--- src/rtl/mem_pkg.sv ---
// Shared types and constants for the processor-side memory access controller.
package mem_pkg;

    localparam int unsigned MEM_DEPTH_DEF   = 24;
    localparam int unsigned STACK_DEPTH_DEF = 8;

    // Opcode high nibbles that carry a second byte; OPC_IND also carries an indirect operand
    localparam logic [3:0] OPC_ARG3 = 4'b0011;
    localparam logic [3:0] OPC_IND  = 4'b0100;
    localparam logic [3:0] OPC_ARG5 = 4'b0101;
    localparam logic [3:0] OPC_ARG8 = 4'b1000;
    localparam logic [3:0] OPC_ARG9 = 4'b1001;
    localparam logic [3:0] OPC_ARGA = 4'b1010;

    typedef enum logic [2:0] {
        CMD_FETCH = 3'd0,
        CMD_LOAD  = 3'd1,
        CMD_STORE = 3'd2,
        CMD_PUSH  = 3'd3,
        CMD_POP   = 3'd4
    } cmd_op_e;

    typedef enum logic [3:0] {
        ST_IDLE,
        ST_F_OP,
        ST_F_ARG,
        ST_F_IND,
        ST_LOAD,
        ST_STORE,
        ST_PUSH,
        ST_POP,
        ST_RESP
    } state_e;

endpackage

--- src/rtl/mem_access_ctrl_if.sv ---
// Command/response handshake between the control unit (master) and the access controller (slave).
interface mem_access_ctrl_if;

    logic       cmd_valid;
    logic       cmd_ready;
    logic [2:0] cmd_op;
    logic [7:0] cmd_addr;
    logic [7:0] cmd_wdata;
    logic       pc_load;
    logic [7:0] pc_value;
    logic       rsp_valid;
    logic       rsp_err;
    logic [7:0] rsp_data;
    logic [7:0] rsp_arg;
    logic [7:0] rsp_ind;

    modport master (
        output cmd_valid, cmd_op, cmd_addr, cmd_wdata, pc_load, pc_value,
        input  cmd_ready, rsp_valid, rsp_err, rsp_data, rsp_arg, rsp_ind
    );

    modport slave (
        input  cmd_valid, cmd_op, cmd_addr, cmd_wdata, pc_load, pc_value,
        output cmd_ready, rsp_valid, rsp_err, rsp_data, rsp_arg, rsp_ind
    );

endinterface

--- src/rtl/instr_len_decode.sv ---
// Instruction length decoder: opcode high nibble -> {has second byte, has indirect operand}.
module instr_len_decode
    import mem_pkg::*;
(
    input  logic [3:0] opc_i,
    output logic       has_arg_o,
    output logic       has_ind_o
);

    always_comb begin
        has_arg_o = 1'b0;
        has_ind_o = 1'b0;
        case (opc_i)
            OPC_ARG3, OPC_ARG5, OPC_ARG8, OPC_ARG9, OPC_ARGA: has_arg_o = 1'b1;
            OPC_IND: begin
                has_arg_o = 1'b1;
                has_ind_o = 1'b1;
            end
            default: ;
        endcase
    end

endmodule

--- src/rtl/mem_access_ctrl.sv ---
// Processor-side memory/stack initiator: owns PC and SP, sequences variable-length fetch.
// Optional feature: define MEM_BOUNDS_CHECK_EN to suppress accesses at addresses >= MEM_DEPTH.
module mem_access_ctrl
    import mem_pkg::*;
#(
    parameter int unsigned MEM_DEPTH   = MEM_DEPTH_DEF,
    parameter int unsigned STACK_DEPTH = STACK_DEPTH_DEF,
    parameter logic [7:0]  PC_RESET    = 8'd0
) (
    input  logic             clk,
    input  logic             rst,
    mem_access_ctrl_if.slave cmd_if,
    output logic [7:0]       pc,
    output logic [7:0]       sp,
    output logic             mem_read,
    output logic             mem_write,
    output logic             mem_push,
    output logic             mem_pop,
    output logic [7:0]       mem_addr,
    output logic [7:0]       mem_wdata,
    input  logic [7:0]       mem_rdata
);

    localparam logic [8:0] MEM_LIM   = 9'(MEM_DEPTH);
    localparam logic [7:0] STACK_LIM = 8'(STACK_DEPTH);
`ifdef MEM_BOUNDS_CHECK_EN
    localparam bit BOUNDS_EN = 1'b1;
`else
    localparam bit BOUNDS_EN = 1'b0;
`endif

    function automatic logic oob(input logic [7:0] a);
        return BOUNDS_EN && ({1'b0, a} >= MEM_LIM);
    endfunction

    state_e     state_q, state_d;
    logic [7:0] pc_q, pc_d;
    logic [7:0] sp_q, sp_d;
    logic [7:0] addr_q, addr_d;
    logic [7:0] wdata_q, wdata_d;
    logic [7:0] data_q, data_d;
    logic [7:0] arg_q, arg_d;
    logic [7:0] ind_q, ind_d;
    logic       err_q, err_d;

    logic [3:0] dec_opc;
    logic       has_arg;
    logic       has_ind;
    logic       cmd_ready;
    logic       rsp_valid;
    logic       rsp_err;

    // F_OP decodes the byte on the bus; F_ARG decodes the opcode already captured
    assign dec_opc = (state_q == ST_F_OP) ? mem_rdata[7:4] : data_q[7:4];

    instr_len_decode u_len_dec (
        .opc_i     (dec_opc),
        .has_arg_o (has_arg),
        .has_ind_o (has_ind)
    );

    always_comb begin
        state_d   = state_q;
        pc_d      = pc_q;
        sp_d      = sp_q;
        addr_d    = addr_q;
        wdata_d   = wdata_q;
        data_d    = data_q;
        arg_d     = arg_q;
        ind_d     = ind_q;
        err_d     = err_q;
        mem_read  = 1'b0;
        mem_write = 1'b0;
        mem_push  = 1'b0;
        mem_pop   = 1'b0;
        mem_addr  = '0;
        mem_wdata = '0;
        cmd_ready = 1'b0;
        rsp_valid = 1'b0;
        rsp_err   = 1'b0;

        case (state_q)
            ST_IDLE: begin
                cmd_ready = 1'b1;
                if (cmd_if.pc_load) pc_d = cmd_if.pc_value;
                if (cmd_if.cmd_valid) begin
                    data_d  = '0;
                    arg_d   = '0;
                    ind_d   = '0;
                    err_d   = 1'b0;
                    addr_d  = cmd_if.cmd_addr;
                    wdata_d = cmd_if.cmd_wdata;
                    case (cmd_op_e'(cmd_if.cmd_op))
                        CMD_FETCH: state_d = ST_F_OP;
                        CMD_LOAD: begin
                            state_d = ST_LOAD;
                            err_d   = oob(cmd_if.cmd_addr);
                        end
                        CMD_STORE: begin
                            state_d = ST_STORE;
                            err_d   = oob(cmd_if.cmd_addr);
                        end
                        CMD_PUSH: begin
                            state_d = ST_PUSH;
                            err_d   = (sp_q >= STACK_LIM);
                        end
                        CMD_POP: begin
                            state_d = ST_POP;
                            // Decrement up front so the POP cycle reads the top entry
                            if (sp_q == '0) err_d = 1'b1;
                            else            sp_d  = sp_q - 8'd1;
                        end
                        default: begin
                            state_d = ST_RESP;
                            err_d   = 1'b1;
                        end
                    endcase
                end
            end
            ST_F_OP: begin
                pc_d = pc_q + 8'd1;
                if (oob(pc_q)) begin
                    err_d   = 1'b1;
                    state_d = ST_RESP;
                end else begin
                    mem_read = 1'b1;
                    mem_addr = pc_q;
                    data_d   = mem_rdata;
                    state_d  = has_arg ? ST_F_ARG : ST_RESP;
                end
            end
            ST_F_ARG: begin
                pc_d = pc_q + 8'd1;
                if (oob(pc_q)) begin
                    err_d   = 1'b1;
                    state_d = ST_RESP;
                end else begin
                    mem_read = 1'b1;
                    mem_addr = pc_q;
                    arg_d    = mem_rdata;
                    state_d  = has_ind ? ST_F_IND : ST_RESP;
                end
            end
            ST_F_IND: begin
                state_d = ST_RESP;
                if (oob(arg_q)) begin
                    err_d = 1'b1;
                end else begin
                    mem_read = 1'b1;
                    mem_addr = arg_q;
                    ind_d    = mem_rdata;
                end
            end
            ST_LOAD: begin
                state_d = ST_RESP;
                if (!err_q) begin
                    mem_read = 1'b1;
                    mem_addr = addr_q;
                    data_d   = mem_rdata;
                end
            end
            ST_STORE: begin
                state_d = ST_RESP;
                if (!err_q) begin
                    mem_write = 1'b1;
                    mem_addr  = addr_q;
                    mem_wdata = wdata_q;
                end
            end
            ST_PUSH: begin
                state_d = ST_RESP;
                if (!err_q) begin
                    mem_push  = 1'b1;
                    mem_wdata = wdata_q;
                    sp_d      = sp_q + 8'd1;
                end
            end
            ST_POP: begin
                state_d = ST_RESP;
                if (!err_q) begin
                    mem_pop = 1'b1;
                    data_d  = mem_rdata;
                end
            end
            ST_RESP: begin
                rsp_valid = 1'b1;
                rsp_err   = err_q;
                state_d   = ST_IDLE;
            end
            default: state_d = ST_IDLE;
        endcase
    end

    always_ff @(posedge clk) begin
        if (rst) begin
            state_q <= ST_IDLE;
            pc_q    <= PC_RESET;
            sp_q    <= '0;
            addr_q  <= '0;
            wdata_q <= '0;
            data_q  <= '0;
            arg_q   <= '0;
            ind_q   <= '0;
            err_q   <= 1'b0;
        end else begin
            state_q <= state_d;
            pc_q    <= pc_d;
            sp_q    <= sp_d;
            addr_q  <= addr_d;
            wdata_q <= wdata_d;
            data_q  <= data_d;
            arg_q   <= arg_d;
            ind_q   <= ind_d;
            err_q   <= err_d;
        end
    end

    assign pc               = pc_q;
    assign sp               = sp_q;
    assign cmd_if.cmd_ready = cmd_ready;
    assign cmd_if.rsp_valid = rsp_valid;
    assign cmd_if.rsp_err   = rsp_err;
    assign cmd_if.rsp_data  = data_q;
    assign cmd_if.rsp_arg   = arg_q;
    assign cmd_if.rsp_ind   = ind_q;

endmodule
--- src/flat_wrapper.sv ---
// flat-port wrapper written by rule: the top's interface ports become plain ports
module mem_access_ctrl_flat import mem_pkg::*;
#(
    parameter int unsigned MEM_DEPTH   = MEM_DEPTH_DEF,
    parameter int unsigned STACK_DEPTH = STACK_DEPTH_DEF,
    parameter logic [7:0]  PC_RESET    = 8'd0
)
  (clk, rst, pc, sp, mem_read, mem_write, mem_push, mem_pop, mem_addr, mem_wdata, mem_rdata, cmd_if_cmd_valid, cmd_if_cmd_op, cmd_if_cmd_addr, cmd_if_cmd_wdata, cmd_if_pc_load, cmd_if_pc_value, cmd_if_cmd_ready, cmd_if_rsp_valid, cmd_if_rsp_err, cmd_if_rsp_data, cmd_if_rsp_arg, cmd_if_rsp_ind);
  mem_access_ctrl_if cmd_if_i ();
  input  logic clk;
  input  logic rst;
  output logic [7:0] pc;
  output logic [7:0] sp;
  output logic mem_read;
  output logic mem_write;
  output logic mem_push;
  output logic mem_pop;
  output logic [7:0] mem_addr;
  output logic [7:0] mem_wdata;
  input  logic [7:0] mem_rdata;
  input wire logic [$bits(cmd_if_i.cmd_valid)-1:0] cmd_if_cmd_valid;
  input wire logic [$bits(cmd_if_i.cmd_op)-1:0] cmd_if_cmd_op;
  input wire logic [$bits(cmd_if_i.cmd_addr)-1:0] cmd_if_cmd_addr;
  input wire logic [$bits(cmd_if_i.cmd_wdata)-1:0] cmd_if_cmd_wdata;
  input wire logic [$bits(cmd_if_i.pc_load)-1:0] cmd_if_pc_load;
  input wire logic [$bits(cmd_if_i.pc_value)-1:0] cmd_if_pc_value;
  output wire logic [$bits(cmd_if_i.cmd_ready)-1:0] cmd_if_cmd_ready;
  output wire logic [$bits(cmd_if_i.rsp_valid)-1:0] cmd_if_rsp_valid;
  output wire logic [$bits(cmd_if_i.rsp_err)-1:0] cmd_if_rsp_err;
  output wire logic [$bits(cmd_if_i.rsp_data)-1:0] cmd_if_rsp_data;
  output wire logic [$bits(cmd_if_i.rsp_arg)-1:0] cmd_if_rsp_arg;
  output wire logic [$bits(cmd_if_i.rsp_ind)-1:0] cmd_if_rsp_ind;
  assign cmd_if_i.cmd_valid = cmd_if_cmd_valid;
  assign cmd_if_i.cmd_op = cmd_if_cmd_op;
  assign cmd_if_i.cmd_addr = cmd_if_cmd_addr;
  assign cmd_if_i.cmd_wdata = cmd_if_cmd_wdata;
  assign cmd_if_i.pc_load = cmd_if_pc_load;
  assign cmd_if_i.pc_value = cmd_if_pc_value;
  assign cmd_if_cmd_ready = cmd_if_i.cmd_ready;
  assign cmd_if_rsp_valid = cmd_if_i.rsp_valid;
  assign cmd_if_rsp_err = cmd_if_i.rsp_err;
  assign cmd_if_rsp_data = cmd_if_i.rsp_data;
  assign cmd_if_rsp_arg = cmd_if_i.rsp_arg;
  assign cmd_if_rsp_ind = cmd_if_i.rsp_ind;
  mem_access_ctrl #(.MEM_DEPTH(MEM_DEPTH), .STACK_DEPTH(STACK_DEPTH), .PC_RESET(PC_RESET)) u_core (.clk(clk), .rst(rst), .cmd_if(cmd_if_i), .pc(pc), .sp(sp), .mem_read(mem_read), .mem_write(mem_write), .mem_push(mem_push), .mem_pop(mem_pop), .mem_addr(mem_addr), .mem_wdata(mem_wdata), .mem_rdata(mem_rdata));
endmodule
--- config.mk ---
export PLATFORM = sky130hd
export DESIGN_NAME = mem_access_ctrl_flat
export DESIGN_NICKNAME = d
export VERILOG_FILES = /design/src/rtl/mem_pkg.sv /design/src/rtl/mem_access_ctrl_if.sv /design/src/rtl/instr_len_decode.sv /design/src/rtl/mem_access_ctrl.sv /design/src/flat_wrapper.sv
export SDC_FILE = /design/constraint.sdc
export NUM_CORES = 1
export LEC_CHECK = 0
export CORE_MARGIN = 4
export CORE_UTILIZATION = 45
export CTS_CLUSTER_DIAMETER = 30
export DETAILED_ROUTE_END_ITERATION = 8
export GPL_ROUTABILITY_DRIVEN = 0
export HOLD_SLACK_MARGIN = 0.05
export PLACE_DENSITY = 0.78
export SLEW_MARGIN = 20
export SYNTH_ARGS = -nofsm -noshare
export SYNTH_HDL_FRONTEND = slang
export SYNTH_HIERARCHICAL = 1
export SYNTH_SLANG_ARGS = --single-unit
--- constraint.sdc ---
create_clock -name clk -period 3.8 [get_ports clk]
set_input_delay 0.38 -clock clk [delete_from_list [all_inputs] [get_ports clk]]
set_output_delay 0.38 -clock clk [all_outputs]
set_load 0.02 [all_outputs]
# [Word level (Yosys, flattened, before mapping)]
# Cells that the tools add are included.
[word_totals] output_inout_bits=63 elab_cells=93 regBits=61 inputBits=39
[classes] magnitude_cmp=1 n_eq_ne=24 reduce_logical=22 mux=34 n_addsub=3
[op_table] cell="$mux W8" n=10
[op_table] cell="$pmux W8 S2" n=4
[op_table] cell="$pmux W8 S3" n=2
[op_table] cell="$eq A4 B3 Y1 const B" n=6
[op_table] cell="$pmux W4 S5" n=1
[op_table] cell="$add A8 B1 Y8 const B" n=2
[op_table] cell="$eq A4 B4 Y1 const B" n=4
[op_table] cell="$mux W4" n=4
[op_table] cell="$pmux W4 S4" n=1
[op_table] cell="$eq A4 B2 Y1 const B" n=3
[op_table] cell="$ne A2 B2 Y1 const B" n=6
[op_table] cell="$mux W1" n=10
[op_table] cell="$ge A8 B4 Y1 const B" n=1
[op_table] cell="$logic_not A8 Y1" n=1
[op_table] cell="$reduce_and A2 Y1" n=4
[op_table] cell="$reduce_bool A2 Y1" n=4
[op_table] cell="$reduce_or A2 Y1" n=4
[op_table] cell="$sub A8 B1 Y8 const B" n=1
[op_table] cell="$eq A3 B2 Y1 const B" n=2
[op_table] cell="$reduce_or A3 Y1" n=2
[op_table] cell="$reduce_or A6 Y1" n=1
[op_table] cell="$reduce_and A5 Y1" n=1
[op_table] cell="$reduce_or A5 Y1" n=1
[op_table] cell="$eq A4 B1 Y1 const B" n=1
[op_table] cell="8 further kinds" n=8

# [Depth between registers and ports, before layout]
# Gate-level depths: netlist of run 1.
[logic_depth] word_depth=7 ltp_mapped=9

# [By module]
# The synthesis of run 1 kept the hierarchy.
[modules_own_cells] module="mem_access_ctrl" cells_each=391 n_inst=1 area_per_inst_um2=3088.0
[modules_own_cells] module="instr_len_decode" cells_each=5 n_inst=1 area_per_inst_um2=43.8

# [Worst setup path before layout of run 1]
# OpenSTA, ideal clock, no wires.
[synth_path] kind="reg-to-reg" startpoint="register u_core.state_q[0]" endpoint="register u_core.state_q[3]" period_less_slack_ns=2.538 path_stages_with_launch=10 arrival_ns=2.416 setup_time_ns=0.121 slack_ns=1.262 required_ns=3.679 cell_sequence="dfxtp_1 clkbuf_1 nand2b_1 nor3_1 mux2_2 nor4b_1 nand2b_1 a21oi_1 or2_2 a31oi_1"
[synth_via] word_cells_on_any_way=23 classes_between="14 x eq/ne; 6 x mux; 3 x reduce/logical"
[synth_lines] item="start: declaration" line="mem_access_ctrl.sv:36" source="state_e state_q, state_d;"
[synth_lines] item="start signal: assignment" line="mem_access_ctrl.sv:206" source="state_q <= state_d;"
[synth_lines] item="$eq A4 B1 Y1" line="mem_access_ctrl.sv:54" source="assign dec_opc = (state_q == ST_F_OP) ? mem_rdata[7:4] : data_q[7:4];"
[synth_lines] item="$mux W4" line="mem_access_ctrl.sv:54"
[synth_lines] item="via u_core.dec_opc[1]" line="mem_access_ctrl.sv:46" source="logic [3:0] dec_opc;"
[synth_lines] item="$eq A4 B3 Y1" line="instr_len_decode.sv:13" source="case (opc_i)"
[synth_lines] item="$mux W1" line="instr_len_decode.sv:13"
[synth_lines] item="via u_core.has_ind" line="mem_access_ctrl.sv:48" source="logic has_ind;"
[synth_lines] item="$mux W4" line="mem_access_ctrl.sv:141" source="state_d = has_ind ? ST_F_IND : ST_RESP;"
[synth_lines] item="$pmux W4 S4" line="mem_access_ctrl.sv:82" source="case (state_q)"
# The timed path passes the listed nets, and every way through them passes these cells.
# A chain may end at the register's enable or synchronous reset.

# [Worst setup path after layout of run 1]
[layout_path] startpoint="register u_core.state_q[2]" endpoint="output mem_addr[5]"
[layout_via] elab_chain_cells=3 word_cells_on_any_way=8 classes_between="5 x eq/ne; 1 x mux; 2 x reduce/logical"
[layout_rtl] item="$eq A4 B3 Y1, or another cell as far along" line="mem_access_ctrl.sv:82"
[layout_rtl] item="$reduce_or A2 Y1 (no source line)"
[layout_rtl] item="$pmux W8 S3 (*)" line="mem_access_ctrl.sv:82"
[layout_rtl] item="end: declaration" line="flat_wrapper.sv:18" source="output logic [7:0] mem_addr;"
# Every way passes the cells marked *; elsewhere a longest branch is shown, timed or not.

==> out/qor.yml, run 1 <==
setup_path:
  rr_worst_depth: 8
  worst_setup_path_start_kind: "flop"
  crit_arrival_ns: 2.72
  reg2reg_setup_slack_ns: 0.80
  timing.rr.end: "u_core/state_q[3]"
  crit_type: "reg2out"
  critPathMaxFanout: 13
  required_ns: 3.42
  reg2reg_from: "u_core/state_q[0]"
  end_kind: "primary output"
floorplanning:
  die_h_um: 91.4
  row_count: 30
  die_area_sq_mm: 0.00836
  initial_core_util_pct: 46.1
  io_pins: 102
  die_w_um: 91.4
  core_area_sq_mm: 0.00679
timing:
  skew_ns: 0.00829
  fmax_mhz: 322
  worst_slew_pin_slew_ns: 0.818
  hold_viol: 0
  setup_viol_count_final: 0
  maxSlewViolCount: 0
  slew_headroom_pct: 45.5
  fin_crit_sh_pct: 81.6
  grt_setup_unrepaired: "no"
  min_period_ns: 3.10
  fin_tns_setup_ns: 0
global_routing:
  grt_use_total_pct: 21.3
  grt_pass1_wl_um: 14700
  antenna_found_initial: 0
  grt_max_degree: 44
  grt_pass1_vias: 3052
  grt_overflow: 0
cts:
  clock_path_buffers: 2
  cts_resized: 0
  insertion_delay_ns: 0.33
  cts_tree: "yes"
  cts-root-buf: "clkbuf_8"
  cts_hold_buf: 0
  cts.sinks: 61
  post_cts_buffers: 0
  clk_pin_slew_ns: 0.07
  cts_buffers: 9
  cts.htree.levels: 3
synthesis:
  synth_warnings: 6
  syn-cell-area_sq_mm: 0.00313
  synth.avg_cell_area_sq_um: 7.91
  async_flop_share_pct: 0
  synth-edff-count: 0
  syn_inst: 396
  ys_seq_elements: 61
  yosysSeqAreaShare_pct: 39.0
  syn_nets: 443
  synth.area.top_cells: "dfxtp_1, nand2_1, a21oi_1"
  yosysTopAreaCellShare_pct: 39.0
  synth_cell_types: 51
  synth_top_area_cell: "dfxtp_1"
  synth_top_flop_cell: "dfxtp_1"
final_layout:
  ff_latch_area_sq_mm: 0.00122
  multiInputGateArea_sq_mm: 0.00179
  area_delta_synth_final_pct: 40.6
  antenna_cells: 0
  nets: 537
  fillers: 580
  drive_gt1_share_pct: 6.67
drt:
  drcViolationCount: 0
  firstDrtPassIters: 6
  routed_wl_um: 9120
  ant_nets: 0
  drtIter0Drc: 258
  num_vias: 3232
  viasPerCell: 5.47
  wl_per_cell_um: 15.4
min_path:
  hold_depth: 2
  worstHoldStart: "u_core/wdata_q[4]"
  min_to: "u_core/wdata_q[4]"
  hold_class: "reg2reg"
pwr:
  pwr_density_cell_mw_per_mm2: 394
  power_mw: 1.74
  power_leakage_nw: 1.64
  peakVddDrop_uv: 205
outcome:
  status: "finished clean"
placed_design:
  hpwl_um: 6580
  portBuffers: 101
flow_run:
  drv_cap: 0
==> synthesized netlist by cell type, types with 3 or more instances <==
master    count
a211oi_1      4
a21o_1        3
a21oi_1      46
a222oi_1      9
a22oi_1      10
a31oi_1       4
and2_1       10
clkbuf_1     19
dfxtp_1      61
ha_1          7
inv_1        12
mux2_2        4
mux2i_1       4
nand2_1      66
nand2b_1      7
nand3_1      18
nor2_1       40
nor3_1        6
o211ai_1      4
o21ai_0      13
or2_2         3
or3_1         3
xnor2_1       5
==> where the power goes <==
group | switching (mW) | total [mW] | internal, mW
logic | 0.235 | 0.417 | 0.182
clock network | 0.274 | 0.580 | 0.306
registers | 0.0553 | 0.739 | 0.684
==> area by class of cell <==
cell class / instances / share of cell area (%)
clock buffer: 9 / 2.81
clock inverter: 7 / 1.68
inverter: 12 / 1.02
multi-input combinational: 302 / 40.7
sequential: 61 / 27.7
tap: 96 / 2.73
timing repair buffer: 104 / 23.4
==> metal layers <==
| layer | track usage (%) | vias to the layer above | part of all wire, % |
|---|---|---|---|
| met5 | 0 | - | 0 |
| met4 | 7.91 | 0 | 0.95 |
| met3 | 4.39 | 10 | 7.2 |
| met2 | 33.9 | 140 | 47 |
| met1 | 28.3 | 1480 | 44 |
| li1 | - | 1602 | - |
==> worst max-delay path: stages, from the launching register on <==
cell and delay (ns):
dfxtp_1 0.60, nor2b_1 0.28, nand2b_1 0.10, nor2_1 0.48, a222oi_1 0.23, inv_1 0.09
clkdlybuf4s50_1 0.61
==> cells by family after synthesis <==
logic type	Yosys count	share of synthesized area, %
AOI/OAI and AO/OA	107	22.3
xor gates and xnor gates	7	1.96
adders and majority gates	8	3.44
buffers and inverters	33	3.99
DFF	61	39.0
muxes	9	3.08
and+or+nand+nor	171	26.2
==> registers in the layout, indices dropped and copies added, names as in the netlist <==
signal                  count
u_core/addr_q               8
u_core/cmd_if.rsp_arg       8
u_core/cmd_if.rsp_data      8
u_core/cmd_if.rsp_ind       8
u_core/pc                   8
u_core/sp                   8
u_core/wdata_q              8
u_core/state_q              4
u_core/err_q                1
==> cells in the final DEF (no fill, tap or decap), types with 3 or more instances in the layout <==
master / instances
ha_1: 7
a21o_1: 3
o21ai_0: 13
o211ai_1: 4
a31oi_1: 4
a22oi_1: 10
buf_4: 3
nand3_1: 18
or3_1: 3
dfxtp_1: 61
nor2_1: 40
xnor2_1: 5
a222oi_1: 9
nand2_1: 66
nand2b_1: 7
inv_1: 12
a211oi_1: 4
mux2i_1: 4
a21oi_1: 46
mux2_2: 4
clkdlybuf4s50_1: 100
and2_1: 10
clkbuf_8: 9
nor3_1: 5
or2_2: 3
==> stage by stage <==
step                      area, sq um  util (%)  instances  hold slack [ns]  setup WS [ns]
after global routing             4400      64.8        591            0.485          0.587
after global placement           4200      61.8        575            0.439           1.08
final                            4400      64.8        591            0.451          0.698
after floorplan                  3130         -        396            0.432           1.26
after CTS                        4400      64.7        591            0.454          0.723
after detailed placement         4200      61.8        575            0.444          0.885
==> worst max path at each step <==
stage	startpoint	end	slack [ns]	depth (start not counted)
5_1_grt	u_core/state_q[0]	u_core/state_q[3]	0.59	8
2_1_floorplan	u_core/state_q[0]	u_core/state_q[3]	1.26	9
6_report	u_core/state_q[2]	mem_addr[5]	0.70	6
3_3_place_gp	u_core/state_q[1]	u_core/sp[6]	1.08	7
4_1_cts	u_core/state_q[2]	mem_addr[5]	0.72	6
3_5_place_dp	u_core/state_q[0]	u_core/state_q[3]	0.88	8
(Power assumes the default switching activity.)
==> run 2, diff against run 1 <==
- clock period: 3.8 -> 3.2 ns (I/O delays scaled with it)
==> out/qor.yml, run 2 (synthesized netlist as in run 1, its figures left out) <==
outcome:
  status: "finished clean"
setup_path:
  reg2reg_setup_slack_ns: 0.30  # -0.50 ns
  crit_type: "reg2reg"
  slowest_delay_ns: 0.67  # +0.06 ns
  crit_top_cell: "o21ai_0"
  worst_setup_path_start_kind: "flop"
  required_ns: 3.47  # +0.05 ns
  end_kind: "flop"
  crit_arrival_ns: 3.17  # +0.45 ns
  timing.rr.end: "u_core/sp[6]"
  critPathMaxFanout: 14  # +1
  path_cells: "nand4bb_1 > ha_1 > a211oi_1 > or4b_2 > o21ai_0 > o21ai_0 > a21oi_1"
  cp_slowest_cell: "dfxtp_1"
  reg2reg_from: "u_core/state_q[1]"
  rr_worst_depth: 7  # -1
min_path:
  min_to: "u_core/wdata_q[1]"
  hold_class: "reg2reg"
  hold_depth: 2  # unchanged
  worstHoldStart: "u_core/wdata_q[1]"
drt:
  viasPerCell: 5.57  # +1.8%
  wl_per_cell_um: 15.5  # +0.49%
  drcViolationCount: 0  # unchanged
  firstDrtPassIters: 7  # +1
  routed_wl_um: 9220  # +1.2%
  num_vias: 3314  # +2.5%
  ant_nets: 0  # unchanged
  drtIter0Drc: 288  # +12%
final_layout:
  area_delta_synth_final_pct: 42.5
  fillers: 617  # +6.4%
  final_cell_mix: "clkdlybuf4s50_1, nand2_1, dfxtp_1"
  stdcell_count: 595  # +0.68%
  antenna_cells: 0  # unchanged
  nets: 541  # +0.74%
  drive_gt1_share_pct: 7.82  # +1.1 points
  layout_commonest_cell: "clkdlybuf4s50_1"
pwr:
  pwr_density_cell_mw_per_mm2: 482  # +22%
  peakVddDrop_uv: 319  # +55%
  power_leakage_nw: 1.67  # +1.9%
cts:
  cts.htree.levels: 3  # unchanged
  cts_tree: "yes"
  cts-root-buf: "clkbuf_8"
  clock_path_buffers: 2  # unchanged
  insertion_delay_ns: 0.34  # about the same
  cts_buffers: 9  # unchanged
  cts_hold_buf: 0  # unchanged
  clk_pin_slew_ns: 0.08  # about the same
  cts.sinks: 61  # unchanged
  post_cts_buffers: 0  # unchanged
timing:
  slew_headroom_pct: 51.3  # +5.9 points
  maxSlewViolCount: 0  # unchanged
  fin_crit_sh_pct: 90.5
  setup_ws_ns: 0.303  # -0.395 ns
  grt_setup_unrepaired: "no"
  skew_ns: 0.0126  # +0.00432 ns
  setup_viol_count_final: 0  # unchanged
  fin_tns_setup_ns: 0  # unchanged
  worst_slew_pin_slew_ns: 0.730  # -0.0878 ns
  fin_hold_ws_ns: 0.458  # +0.00623 ns
  fmax_mhz: 345
  min_period_ns: 2.90
  hold_viol: 0  # unchanged
global_routing:
  antenna_found_initial: 0  # unchanged
  grt_max_degree: 37  # -16%
  grt_overflow: 0  # unchanged
  grt_pass1_vias: 3108  # +1.8%
  grt_pass1_wl_um: 15100  # +2.5%
  grt_use_total_pct: 21.9  # +0.64 points
floorplanning:
  initial_core_util_pct: 46.1  # unchanged
  die_w_um: 91.4  # unchanged
  row_count: 30  # unchanged
  die_h_um: 91.4  # unchanged
  io_pins: 102  # unchanged
  die_area_sq_mm: 0.00836  # unchanged
  core_area_sq_mm: 0.00679  # unchanged
flow_run:
  drv_cap: 0  # unchanged
placed_design:
  post-place-ws_ns: 0.345  # -0.540 ns
  hpwl_um: 6690  # +1.8%
  portBuffers: 101  # unchanged
  dp.cells: 579  # +0.70%
## run 2: cell types whose count changed in the layout (fill, tap and decap cells not counted), sizes merged
cell / delta
inv: -2
bufinv: +1
buf: +4
clkbuf: +1
## run 2: area by class of cell
type                            instances  area (sq um)  area share [%]
Timing Repair Buffer                  108          1060            23.7
Multi-Input combinational cell        302          1800            40.2
Sequential cell                        61          1220            27.4
Tap cell                               96           120            2.69
Clock buffer                           10           138            3.08
Clock inverter                          6          86.3            1.93
Inverter                               12          45.0            1.01
## run 2: worst max path at each step
| stage | start | end | slack, ns | cells past startpoint |
|---|---|---|---|---|
| after floorplan | u_core/state_q[0] | u_core/state_q[3] | 0.66 | 9 |
| after global placement | u_core/state_q[1] | u_core/sp[6] | 0.50 | 7 |
| after detailed placement | u_core/state_q[0] | u_core/state_q[3] | 0.34 | 8 |
| after CTS | u_core/state_q[2] | mem_addr[2] | 0.18 | 6 |
| after global routing | u_core/state_q[1] | u_core/sp[6] | 0.13 | 7 |
| final | u_core/state_q[1] | u_core/sp[6] | 0.30 | 7 |
## run 2: stage by stage
step                area (sq um)  util (%)  power, mW
global route                4460      65.7       2.26
CTS                         4450      65.6       2.16
finish                      4460      65.7       2.15
global placement            4230      62.3       1.38
floorplan                   3130         -       1.18
detailed placement          4230      62.3       1.39
## run 2: where the power goes
part	switching (mW)	internal, mW	total (mW)
clock network	0.310	0.458	0.768
registers	0.0663	0.813	0.879
logic	0.281	0.225	0.506
## run 2: routing by layer
metal	track usage [%]	up-vias	share of wire (%)
met2	35.2	151	47
met4	7.04	0	1.7
met1	29.0	1545	44
met5	0	-	0
li1	-	1607	-
met3	5.14	11	7.5
## run 2: worst max-delay path: cells and delay by family, from the launching register on
kind,cells,cell delay [ns]
AO/OA/AOI/OAI,4,0.49
AND/OR/NAND/NOR,2,1.12
flip-flops,1,0.67
adder cells (fa/ha/maj),1,0.55
## run 2: timing repair
item	CTS	global route
endpoints found under the setup margin	0	2
hold endpoints to repair	0	0
resized for setup	0	3
==> run 3, diff against run 2 <==
- GPL_TIMING_DRIVEN: not set -> 1
- PLACE_DENSITY: 0.78 -> 0.77
- SLEW_MARGIN: 20 -> 10
==> out/qor.yml, run 3 (synthesized netlist as in run 1, its figures left out) <==
floorplanning:
  die_w_um: 91.4  # unchanged
  initial_core_util_pct: 46.1  # unchanged
  row_count: 30  # unchanged
  die_h_um: 91.4  # unchanged
  core_area_sq_mm: 0.00679  # unchanged
  die_area_sq_mm: 0.00836  # unchanged
  io_pins: 102  # unchanged
setup_path:
  crit_arrival_ns: 2.72  # -0.45 ns
  reg2reg_setup_slack_ns: 0.32  # +0.02 ns
  crit_start: "u_core/state_q[2]"
  critPathMaxFanout: 13  # -1
  end_kind: "primary output"
  worst_setup_path_start_kind: "flop"
  required_ns: 2.88  # -0.59 ns
  crit_type: "reg2out"
  reg2reg_from: "u_core/state_q[1]"
timing:
  maxSlewViolCount: 0  # unchanged
  fin_tns_setup_ns: 0  # unchanged
  grt_setup_unrepaired: "no"
  fin_crit_sh_pct: 94.8  # +4.3 points
  skew_ns: 0.0106  # -0.00200 ns
  fin_hold_ws_ns: 0.455  # -0.00321 ns
  setup_ws_ns: 0.165  # -0.138 ns
  hold_viol: 0  # unchanged
  min_period_ns: 3.04  # +0.138 ns
  worst_slew_pin_slew_ns: 0.855  # +0.125 ns
  fmax_mhz: 329  # -4.5%
  setup_viol_count_final: 0  # unchanged
  slew_headroom_pct: 43.0  # -8.3 points
cts:
  cts-root-buf: "clkbuf_8"
  clk_pin_slew_ns: 0.07  # about the same
  cts.htree.levels: 3  # unchanged
  cts_buffers: 9  # unchanged
  cts_resized: 0  # unchanged
  insertion_delay_ns: 0.34  # about the same
  cts_tree: "yes"
  post_cts_buffers: 0  # unchanged
  clock_path_buffers: 2  # unchanged
  cts.sinks: 61  # unchanged
  cts_hold_buf: 0  # unchanged
global_routing:
  use_met3_pct: 4.97  # -0.17 points
  use_met2_pct: 34.0  # -1.2 points
  grt_pass1_wl_um: 15100  # +0.36%
  grt_pass1_vias: 3091  # -0.55%
  grt_overflow: 0  # unchanged
  use_met1_pct: 30.3  # +1.3 points
  grt_use_total_pct: 22.2  # +0.25 points
  antenna_found_initial: 0  # unchanged
  grt_max_degree: 45  # +22%
  grt.busiest_layer: "met2"
final_layout:
  layout_commonest_cell: "clkdlybuf4s50_1"
  nets: 542  # +0.18%
  final_cell_mix: "clkdlybuf4s50_1, nand2_1, dfxtp_1"
  area_delta_synth_final_pct: 41.7
  stdcell_count: 596  # +0.17%
  multiInputGateArea_sq_mm: 0.00179  # -0.56%
  post-route-util_pct: 65.3  # -0.41 points
  final_cell_area_sq_mm: 0.00444  # -0.62%
  fillers: 606  # -1.8%
  antenna_cells: 0  # unchanged
  ff_latch_area_sq_mm: 0.00122  # unchanged
  drive_gt1_share_pct: 7.40  # -0.42 points
min_path:
  hold_class: "reg2reg"
  worstHoldStart: "u_core/wdata_q[7]"
pwr:
  pwr_density_cell_mw_per_mm2: 468  # -2.9%
  power_mw: 2.08  # -3.5%
  peakVddDrop_uv: 263  # -17%
  power_leakage_nw: 1.66  # -0.40%
drt:
  ant_nets: 0  # unchanged
  drtIter0Drc: 330  # +15%
  routed_wl_um: 9340  # +1.3%
  drcViolationCount: 0  # unchanged
  firstDrtPassIters: 8  # +1
  num_vias: 3277  # -1.1%
  viasPerCell: 5.50  # -1.3%
  wl_per_cell_um: 15.7  # +1.1%
placed_design:
  post-place-ws_ns: 0.372  # +0.0272 ns
  hpwl_um: 6670  # -0.37%
  portBuffers: 101  # unchanged
  dp.cells: 580  # +0.17%
  placed_cell_area_sq_mm: 0.00424  # +0.18%
outcome:
  status: "finished clean"
flow_run:
  drv_cap: 0  # unchanged
run 3: worst paths after layout:
path / end / cells after the start
worst min register to register: u_core/wdata_q[7] / 2
worst min-delay path: u_core/wdata_q[7] / 2
worst max-delay path: mem_addr[2] / 6
worst max register to register: u_core/sp[7] / 7
run 3: where the power goes:
part | internal [mW] | total [mW] | leakage, nW | switching [mW]
clock | 0.363 | 0.692 | 0.104 | 0.329
combinational | 0.226 | 0.507 | 1.06 | 0.282
sequential | 0.812 | 0.878 | 0.497 | 0.0654
total | 1.40 | 2.08 | 1.66 | 0.676
run 3: layout make-up:
cell class	count	area share (%)
Clock buffer	9	2.79
Clock inverter	7	1.69
Inverter	12	1.02
Multi-Input combinational cell	302	40.2
Sequential cell	61	27.5
Tap cell	96	2.71
Timing Repair Buffer	109	24.0
run 3: layer usage:
layer,part of all wire [%],up-vias
li1,-,1608
met1,45,1511
met2,46,141
met3,7.3,17
met4,1.7,0
met5,0,-
run 3: worst max-delay path: stages, from the launching register on:
cell	delay [ns]
dfxtp_1	0.58
nor2b_1	0.27
nand2b_1	0.10
nor2_1	0.48
a222oi_1	0.23
inv_1	0.11
clkdlybuf4s50_1	0.60
